--- config.mk ---
export PLATFORM = sky130hd
export DESIGN_NAME = uni_result_fifo
export DESIGN_NICKNAME = d
export VERILOG_FILES = /design/src/rtl/uni_pkg.sv /design/src/rtl/uni_fifo_ptr.sv /design/src/rtl/uni_result_fifo.sv
export SDC_FILE = /design/constraint.sdc
export NUM_CORES = 1
export LEC_CHECK = 0
export CAP_MARGIN = 20
export CORE_MARGIN = 2
export CORE_UTILIZATION = 54
export DETAILED_ROUTE_END_ITERATION = 8
export PLACE_DENSITY_LB_ADDON = 0.12
export SLEW_MARGIN = 15
export SYNTH_ARGS = -nofsm -noshare
export SYNTH_HDL_FRONTEND = slang
export SYNTH_SLANG_ARGS = --single-unit
--- constraint.sdc ---
create_clock -name clk -period 4.85 [get_ports clk]
set_input_delay 1.455 -clock clk [delete_from_list [all_inputs] [get_ports clk]]
set_output_delay 1.455 -clock clk [all_outputs]
set_load 0.1 [all_outputs]
--- src/rtl/uni_pkg.sv ---
// uni_pkg: shared types for the uni result buffer (entry layout, controller states).
package uni_pkg;
  localparam int UNI_W = 4;
  typedef struct packed {
    logic             mode;
    logic [UNI_W-1:0] data;
  } uni_entry_t;
  typedef enum logic [1:0] {EMPTY, PARTIAL, FULL} fifo_state_e;
endpackage

--- src/rtl/uni_fifo_ptr.sv ---
// uni_fifo_ptr: wrapping FIFO pointer with increment enable and synchronous reset.
module uni_fifo_ptr #(
  parameter int W = 2
) (
  input  logic         clk,
  input  logic         rst,
  input  logic         inc_i,
  output logic [W-1:0] ptr_o
);
  logic [W-1:0] ptr_q, ptr_d;
  assign ptr_d = ptr_q + W'(inc_i);
  always_ff @(posedge clk) ptr_q <= rst ? '0 : ptr_d;
  assign ptr_o = ptr_q;
endmodule

--- src/rtl/uni_result_fifo.sv ---
// uni_result_fifo: registered valid/ready FIFO for uni results with occupancy and sticky overflow.
// Defining UNI_FIFO_STATS_EN adds a saturating accepted-push counter on push_cnt.
module uni_result_fifo import uni_pkg::*; #(
  parameter int WIDTH = 4,
  parameter int DEPTH = 4
) (
  input  logic                     clk,
  input  logic                     rst,
  input  logic                     in_valid,
  input  logic                     in_mode,
  input  logic [WIDTH-1:0]         in_data,
  output logic                     in_ready,
  output logic                     out_valid,
  output logic                     out_mode,
  output logic [WIDTH-1:0]         out_data,
  input  logic                     out_ready,
  output logic [$clog2(DEPTH):0]   count,
  output logic                     full,
  output logic                     empty,
  output logic                     overflow
`ifdef UNI_FIFO_STATS_EN
  , output logic [7:0]             push_cnt
`endif
);
  localparam int PW = $clog2(DEPTH);
  localparam int CW = PW + 1;
  logic [WIDTH:0]  mem [DEPTH];
  logic [PW-1:0]   wr_ptr, rd_ptr;
  logic [CW-1:0]   count_q, count_d;
  fifo_state_e     state_q, state_d;
  logic            overflow_q, push, pop;
  assign full      = state_q == FULL;
  assign empty     = state_q == EMPTY;
  assign in_ready  = !full;
  assign out_valid = !empty;
  assign push      = in_valid && in_ready;
  assign pop       = out_valid && out_ready;
  assign count     = count_q;
  assign overflow  = overflow_q;
  assign {out_mode, out_data} = mem[rd_ptr];
  uni_fifo_ptr #(.W(PW)) u_wr (.clk(clk), .rst(rst), .inc_i(push), .ptr_o(wr_ptr));
  uni_fifo_ptr #(.W(PW)) u_rd (.clk(clk), .rst(rst), .inc_i(pop),  .ptr_o(rd_ptr));
  always_ff @(posedge clk) if (push && !rst) mem[wr_ptr] <= {in_mode, in_data};
  assign count_d = count_q + CW'(push) - CW'(pop);
  // State mirrors count so full/empty come straight from a register.
  always_comb begin
    state_d = state_q;
    case (state_q)
      EMPTY:   state_d = push ? PARTIAL : EMPTY;
      PARTIAL: state_d = (push && !pop && count_q == CW'(DEPTH-1)) ? FULL
                       : (pop && !push && count_q == CW'(1)) ? EMPTY : PARTIAL;
      FULL:    state_d = pop ? PARTIAL : FULL;
      default: state_d = EMPTY;
    endcase
  end
  always_ff @(posedge clk) begin
    state_q    <= rst ? EMPTY : state_d;
    count_q    <= rst ? '0 : count_d;
    overflow_q <= rst ? 1'b0 : overflow_q | (in_valid & full);
  end
`ifdef UNI_FIFO_STATS_EN
  logic [7:0] push_cnt_q, push_cnt_d;
  assign push_cnt_d = (push && push_cnt_q != 8'hFF) ? push_cnt_q + 8'd1 : push_cnt_q;
  always_ff @(posedge clk) push_cnt_q <= rst ? '0 : push_cnt_d;
  assign push_cnt = push_cnt_q;
`endif
endmodule

==> results.json, run 1 <==
{
  "detail_route.wl_per_cell_um": 13.8,
  "slew_viol_final": 0,
  "syn_area_mm2": 0.00124,
  "post-route-period-util_pct": 80.4,
  "die_height_um": 51.9,
  "hold_path.class": "flop to flop",
  "ys_ff_latch": 30,
  "cts_tree": "done",
  "seq_area_um2": 801,
  "n_antenna_cell": 0,
  "dp.cells": 132,
  "worst-path-buf-inv": 1,
  "row_count": 17,
  "design_area_mm2": 0.00156,
  "clock.fmax_ghz": 0.256,
  "cap_violations": 0,
  "core_mm2": 0.00219,
  "routed_wl_mm": 1.93,
  "layout_setup_ws_ns": 0.951,
  "synth_edf_count": 20,
  "finalNonFillerCells": 140,
  "synthTopCellsByCount": "edfxtp_1, dfxtp_1, nor2_1",
  "synth.most_common_cell": "edfxtp_1",
  "portBuffers": 21,
  "cp-end-kind": "primary output",
  "multi_input_area_um2": 397,
  "fillers": 160,
  "rsz0062_at_grt": "no",
  "cts_hold_buffers": 0,
  "hold_viol": 0,
  "required_ns": 3.39,
  "path_cells": "mux4_2, clkdlybuf4s50_1",
  "synth_top_area_share_pct": 48.5,
  "grt_usage_pct": 18.4,
  "status": "complete, no violations",
  "synth-async-reset-ratio_pct": 0,
  "drc": 0,
  "hpwl_mm": 1.40,
  "post_dp_cell_area_mm2": 0.00148,
  "cpMaxStageDelayCell": "clkdlybuf4s50_1",
  "insertion_delay_ns": 0.33,
  "skew_ns": 0.0128,
  "grt_max_degree": 16,
  "setup_viol": 0,
  "slowest_delay_ns": 0.98,
  "io-pin-count": 22,
  "gr-total-overflow": 0,
  "slew_headroom_pct": 35.2,
  "tightestPinTransition_ns": 0.969,
  "die_area_mm2": 0.00269,
  "power_leakage_nw": 0.553,
  "critPathKind": "flop to primary output",
  "clockBufferDepth": 2,
  "root_buffer": "clkbuf_4",
  "synth_ff_type": "edfxtp_1",
  "initial_utilization_pct": 56.5,
  "dp_slack_ns": 1.29,
  "synth_top_cell_by_area": "edfxtp_1",
  "cp_max_fo": 7,
  "place.gp.congestion": 0.700,
  "cts_num_sinks": 30,
  "chipWidth_um": 51.9,
  "areaGrowthSynthToFinish_pct": 25.9,
  "clk_pin_slew_ns": 0.09,
  "yosysWarnings": 0,
  "viasPerCell": 5.52,
  "cts_resized": 0,
  "synth_nets": 95,
  "setup_tns_ns": 0,
  "worstSetupStartpointType": "flop",
  "cp_top_family": "buffers and inverters",
  "ant_nets": 0,
  "drive_above_1_share_pct": 19.6,
  "synth_area_leaders": "edfxtp_1, dfxtp_1, mux4_2",
  "yosysUniqueCellTypes": 32,
  "p_per_area_mw_per_mm2": 401,
  "grt_pass1_vias": 730,
  "yosysSeqAreaShare_pct": 64.7,
  "cts_inserted_buffers": 5,
  "cts_setup_buffers": 0,
  "syn_area_per_cell_um2": 14.7,
  "vias": 773,
  "grt_pass1_wl_mm": 3.19,
  "drtIter0Drc": 17,
  "nNetsFinal": 122,
  "layout_min_cycle_time_ns": 3.90,
  "vdd_ir_drop_max_uv": 410,
  "syn_inst": 84,
  "firstDrtPassIters": 4,
  "antenna_found_initial": 0,
  "cp.arrival_ns": 2.44,
  "cts_htree_levels": 2
}
==> tightest hold or removal path: stages, from the launching register on <==
cell and delay, ns:
dfxtp_1 0.34, a21oi_1 0.04, nor2_1 0.07
==> flip-flops by register name (all words and copies together), names as in the netlist <==
register    flops
count           3
mem            20
overflow        1
state_q         2
u_rd.ptr_o      2
u_wr.ptr_o      2
==> final timing paths <==
check        cells after the start  slack [ns]     endpoint           from
max reg2reg                      8        2.78     count[2]     state_q[1]
min reg2reg                      2        0.49     overflow       overflow
max                              2        0.95  out_data[3]  u_rd.ptr_o[0]
min                              2        0.49     overflow       overflow
==> area by class of cell <==
class	instances	share of cell area, %
clock buffer	5	2.41
clock inverter	3	2.57
inverter	4	0.964
multi-input combinational	46	25.5
sequential	30	51.4
tap	28	2.25
timing repair buffer	24	14.9
==> kinds of logic after synthesis <==
logic type / Yosys count / share of synthesized area [%]
mux: 6 / 10.0
buf+inv: 8 / 3.23
xor+xnor: 4 / 2.83
fa+ha+maj: 2 / 2.63
flops: 30 / 64.7
compound gates: 9 / 4.65
simple gates: 25 / 11.9
==> routing by layer <==
layer	vias to the layer above	GRT usage (%)	wire length, µm
met5	-	0	0
met4	0	10.5	38
met3	4	10.3	126
met2	26	26.6	974
met1	375	21.3	786
li1	368	-	-
==> per-stage QoR <==
stage,hold slack [ns],total power [mW],util (%)
after floorplan,0.491,0.409,-
after global placement,0.452,0.441,67.6
after detailed placement,0.462,0.443,67.6
after CTS,0.502,0.630,71.1
after global routing,0.548,0.654,71.1
final,0.488,0.625,71.1
==> cells in the final DEF (no fill, tap or decap), types with 2 or more instances in the layout <==
cell,n
a21oi_1,4
buf_4,3
clkbuf_4,5
clkdlybuf4s50_1,21
clkinv_2,2
dfxtp_1,10
edfxtp_1,20
inv_1,3
mux4_2,5
nand3b_1,2
nor2_1,8
nor2b_1,2
nor3_1,3
o21ai_0,2
xor2_1,4
==> power breakdown <==
group	total [mW]	switching, mW	internal, mW
clock	0.188	0.0816	0.107
combinational	0.141	0.0982	0.0424
sequential	0.296	0.0115	0.284
Power figures use the tool's default switching activity.
==> run 2, diff against run 1 <==
--- a/config.mk
+++ b/config.mk
@@ -7,7 +7,7 @@
 export LEC_CHECK = 0
 export CAP_MARGIN = 20
 export CORE_MARGIN = 2
-export CORE_UTILIZATION = 54
+export CORE_UTILIZATION = 50
 export DETAILED_ROUTE_END_ITERATION = 8
 export PLACE_DENSITY_LB_ADDON = 0.12
 export SLEW_MARGIN = 15
==> constraint.sdc (replaced) <==
create_clock -name clk -period 3.6 [get_ports clk]
set_input_delay 1.08 -clock clk [delete_from_list [all_inputs] [get_ports clk]]
set_output_delay 1.08 -clock clk [all_outputs]
set_load 0.1 [all_outputs]
==> results.json, run 2 (same netlist as run 1, synthesis figures left out) <==
{
  "n_antenna_cell": 0,
  "insertion_delay_ns": 0.33,
  "required_ns": 3.86,
  "cts_tree": "done",
  "cp-end-kind": "flop",
  "cp.arrival_ns": 3.07,
  "areaGrowthSynthToFinish_pct": 22.5,
  "worstSetupStartpointType": "primary input",
  "io-pin-count": 22,
  "gr-total-overflow": 0,
  "antenna_found_initial": 0,
  "cts_htree_levels": 2,
  "portBuffers": 21,
  "clockBufferDepth": 2,
  "vias": 750,
  "setup_viol": 0,
  "cts_num_sinks": 30,
  "ant_nets": 0,
  "layout_min_cycle_time_ns": 2.81,
  "startpoint": "out_ready",
  "die_height_um": 53.8,
  "cts_hold_buffers": 0,
  "cpMaxStageDelayCell": "clkdlybuf4s50_1",
  "row_count": 18,
  "clk_pin_slew_ns": 0.09,
  "cts_resized": 0,
  "utilization_pct": 62.9,
  "cts_inserted_buffers": 5,
  "power_leakage_nw": 0.566,
  "rsz0062_at_grt": "no",
  "hold_slack_ns": 0.497,
  "cp_max_fo": 6,
  "worstHoldStart": "overflow",
  "initial_utilization_pct": 51.3,
  "post-route-period-util_pct": 78.0,
  "slew_headroom_pct": 50.2,
  "die_area_mm2": 0.00289,
  "drtIter0Drc": 7,
  "design_area_mm2": 0.00152,
  "grt_pass1_vias": 682,
  "hold_viol": 0,
  "tightestPinTransition_ns": 0.737,
  "drc": 0,
  "status": "complete, no violations",
  "largest_register": "mem",
  "path_cells": "clkdlybuf4s50_1, o21ai_0, xor2_1, ha_1, inv_1, fa_1, xor2_1, and2_1, nor3_1",
  "setup_tns_ns": 0,
  "fillers": 176,
  "detail_route.wl_per_cell_um": 13.7,
  "hold_path.class": "flop to flop",
  "drive_above_1_share_pct": 31.6,
  "cpMostUsedCell": "xor2_1",
  "largest_register_ffs": 20,
  "cts_setup_buffers": 0,
  "vdd_ir_drop_max_uv": 411,
  "grt_max_degree": 11,
  "nNetsFinal": 124,
  "dp_slack_ns": 0.452,
  "core_mm2": 0.00241,
  "viasPerCell": 5.21,
  "routed_wl_mm": 1.98,
  "post_dp_cell_area_mm2": 0.00147,
  "hpwl_mm": 1.46,
  "chipWidth_um": 53.8,
  "firstDrtPassIters": 4,
  "place.gp.congestion": 0.721,
  "slew_viol_final": 0,
  "layout_commonest_cell": "edfxtp_1",
  "grt_usage_pct": 17.0,
  "layout_setup_ws_ns": 0.794,
  "root_buffer": "clkbuf_4",
  "r2r_start": "state_q[1]",
  "slowest_delay_ns": 0.56,
  "skew_ns": 0.0151,
  "cap_violations": 0,
  "layout_common_cells": "edfxtp_1, buf_4, dfxtp_1",
  "critPathKind": "primary input to flop",
  "grt_pass1_wl_mm": 3.22,
  "p_per_area_mw_per_mm2": 506,
  "clock.fmax_ghz": 0.356
}
==> run 2: path summary, 6_finish.rpt <==
check	to	slack, ns	depth (start not counted)
setup / recovery	count[2]	0.79	9
hold / removal	overflow	0.50	2
setup reg to reg	count[2]	1.53	8
hold reg to reg	overflow	0.50	2
==> run 2: layout make-up <==
cell class | count | area, µm² | area share, %
clock buffers | 6 | 41.3 | 2.72
clock inverters | 2 | 10.0 | 0.660
inverters | 4 | 15.0 | 0.990
multi-input cells | 46 | 397 | 26.2
flip-flops and latches | 30 | 801 | 52.8
well taps | 30 | 37.5 | 2.48
repair buffers | 26 | 215 | 14.2
==> run 2: critical path: cells and delay by family <==
family	cells	cell delay (ns)
fa+ha+maj	2	0.51
compound gates	1	0.24
buf+inv	2	0.60
simple gates	2	0.27
xor+xnor	2	0.35
==> run 2: report_power, final <==
group	internal, mW	switching (mW)
Sequential	0.383	0.0162
Clock	0.0741	0.108
Combinational	0.0535	0.133
Total	0.511	0.257
==> run 2: per-stage QoR <==
stage	instances	power (mW)
floorplan	84	0.551
global placement	136	0.594
detailed placement	136	0.595
CTS	144	0.774
global route	144	0.799
finish	144	0.768
==> run 2: layer usage <==
metal  wire (µm)  track usage [%]  vias up  share of wire, %
li1            -                -      368                 -
met1         837             21.0      361                42
met2         993             25.6       15                50
met3         103             6.94        6               5.2
met4          43             8.97        0               2.2
met5           0                0        -                 0
==> run 3, diff against run 2 <==
==> constraint.sdc (replaced) <==
create_clock -name clk -period 2.7 [get_ports clk]
set_input_delay 0.81 -clock clk [delete_from_list [all_inputs] [get_ports clk]]
set_output_delay 0.81 -clock clk [all_outputs]
set_load 0.1 [all_outputs]
==> results.json, run 3 (same netlist as run 1, synthesis figures left out) <==
{
  "viasPerCell": 5.42,
  "slew_headroom_pct": 69.4,
  "grt_pass1_wl_mm": 3.63,
  "slew_viol_final": 0,
  "cts_resized": 0,
  "drc": 0,
  "seqPwrFrac_pct": 46.5,
  "cts_hold_buffers": 0,
  "initial_utilization_pct": 51.3,
  "p_per_area_mw_per_mm2": 698,
  "antenna_found_initial": 0,
  "setup_tns_ns": 0,
  "worstSetupStartpointType": "flop",
  "ant_nets": 0,
  "layout_min_cycle_time_ns": 2.53,
  "hpwl_mm": 1.81,
  "cap_violations": 0,
  "vdd_ir_drop_max_uv": 870,
  "gr-total-overflow": 0,
  "layout_common_cells": "edfxtp_1, buf_4, dfxtp_1",
  "row_count": 18,
  "grt_max_degree": 11,
  "place.gp.congestion": 0.738,
  "status": "complete, no violations",
  "skew_ns": 0.00463,
  "die_area_mm2": 0.00289,
  "layout_setup_ws_ns": 0.166,
  "dp.cells": 142,
  "finalNonFillerCells": 150,
  "chipWidth_um": 53.8,
  "power_leakage_nw": 0.626,
  "cp-end-kind": "primary output",
  "areaGrowthSynthToFinish_pct": 33.2,
  "nNetsFinal": 130,
  "highest_layer": "met4",
  "clock_power_share_pct": 29.3,
  "n_antenna_cell": 0,
  "hold_viol": 0,
  "routed-wl-met2_mm": 1.25,
  "core_mm2": 0.00241,
  "clock.fmax_ghz": 0.395,
  "p_switching_mw": 0.354,
  "drive_above_1_share_pct": 34.2,
  "p_total_mw": 1.15,
  "routed_wl_mm": 2.42,
  "tightestPinTransition_ns": 0.452,
  "portBuffers": 21,
  "root_buffer": "clkbuf_4",
  "dp_slack_ns": -0.0515,
  "insertion_delay_ns": 0.32,
  "layout_commonest_cell": "edfxtp_1",
  "cts_num_sinks": 30,
  "utilization_pct": 68.4,
  "io-pin-count": 22,
  "clockBufferDepth": 2,
  "cts_tree": "done",
  "required_ns": 1.89,
  "power_frac_comb_pct": 24.2,
  "setup_viol": 0,
  "cts_htree_levels": 2,
  "cp_max_fo": 7,
  "largest_register": "mem",
  "hold_slack_ns": 0.483,
  "largest_register_ffs": 20,
  "wl_met3_um": 114,
  "rsz0062_at_grt": "no",
  "detail_route.wl_per_cell_um": 16.1,
  "wl_met1_mm": 1.02,
  "cts_inserted_buffers": 5,
  "hold_path.class": "flop to flop",
  "cp.arrival_ns": 1.72,
  "drtIter0Drc": 20,
  "vias": 813,
  "die_height_um": 53.8,
  "design_area_mm2": 0.00165,
  "clk_pin_slew_ns": 0.09,
  "cts_setup_buffers": 0,
  "power.internal_mw": 0.796,
  "firstDrtPassIters": 4,
  "grt_usage_pct": 19.8,
  "critPathKind": "flop to primary output",
  "post_dp_cell_area_mm2": 0.00157,
  "post-route-period-util_pct": 93.8,
  "grt_pass1_vias": 768,
  "sw_frac_of_total_pct": 30.8
}
[run 3: power by group through the flow]
| stage | logic (mW) | clock network (mW) | registers [mW] |
|---|---|---|---|
| after floorplan | 0.133 | 0 | 0.602 |
| after global placement | 0.274 | 0 | 0.542 |
| after detailed placement | 0.279 | 0 | 0.545 |
| after CTS | 0.280 | 0.345 | 0.535 |
| after global routing | 0.292 | 0.365 | 0.538 |
| final | 0.278 | 0.337 | 0.535 |
[run 3: path summary, 6_finish.rpt]
check	startpoint	endpoint	slack, ns	cells after the start
setup / recovery	u_rd.ptr_o[0]	out_data[1]	0.17	2
hold / removal	overflow	overflow	0.48	2
setup reg to reg	state_q[0]	count[2]	0.67	9
hold reg to reg	overflow	overflow	0.48	2
[run 3: layer usage]
layer | up-vias | global-route usage [%]
met4 | 0 | 10.3
met2 | 23 | 30.3
li1 | 381 | -
met3 | 6 | 8.33
met1 | 403 | 23.7
met5 | - | 0
[run 3: final cells by class]
class	count	area (µm²)
fillers	177	762
multi-input cells	46	397
well taps	30	37.5
repair buffers	32	323
inverters	4	15.0
clock buffers	6	41.3
flip-flops and latches	30	801
clock inverters	2	33.8
[run 3: critical path: stages, from the launching register on]
cell	delay, ns
dfxtp_1	0.60
mux4_2	0.61
buf_12	0.19
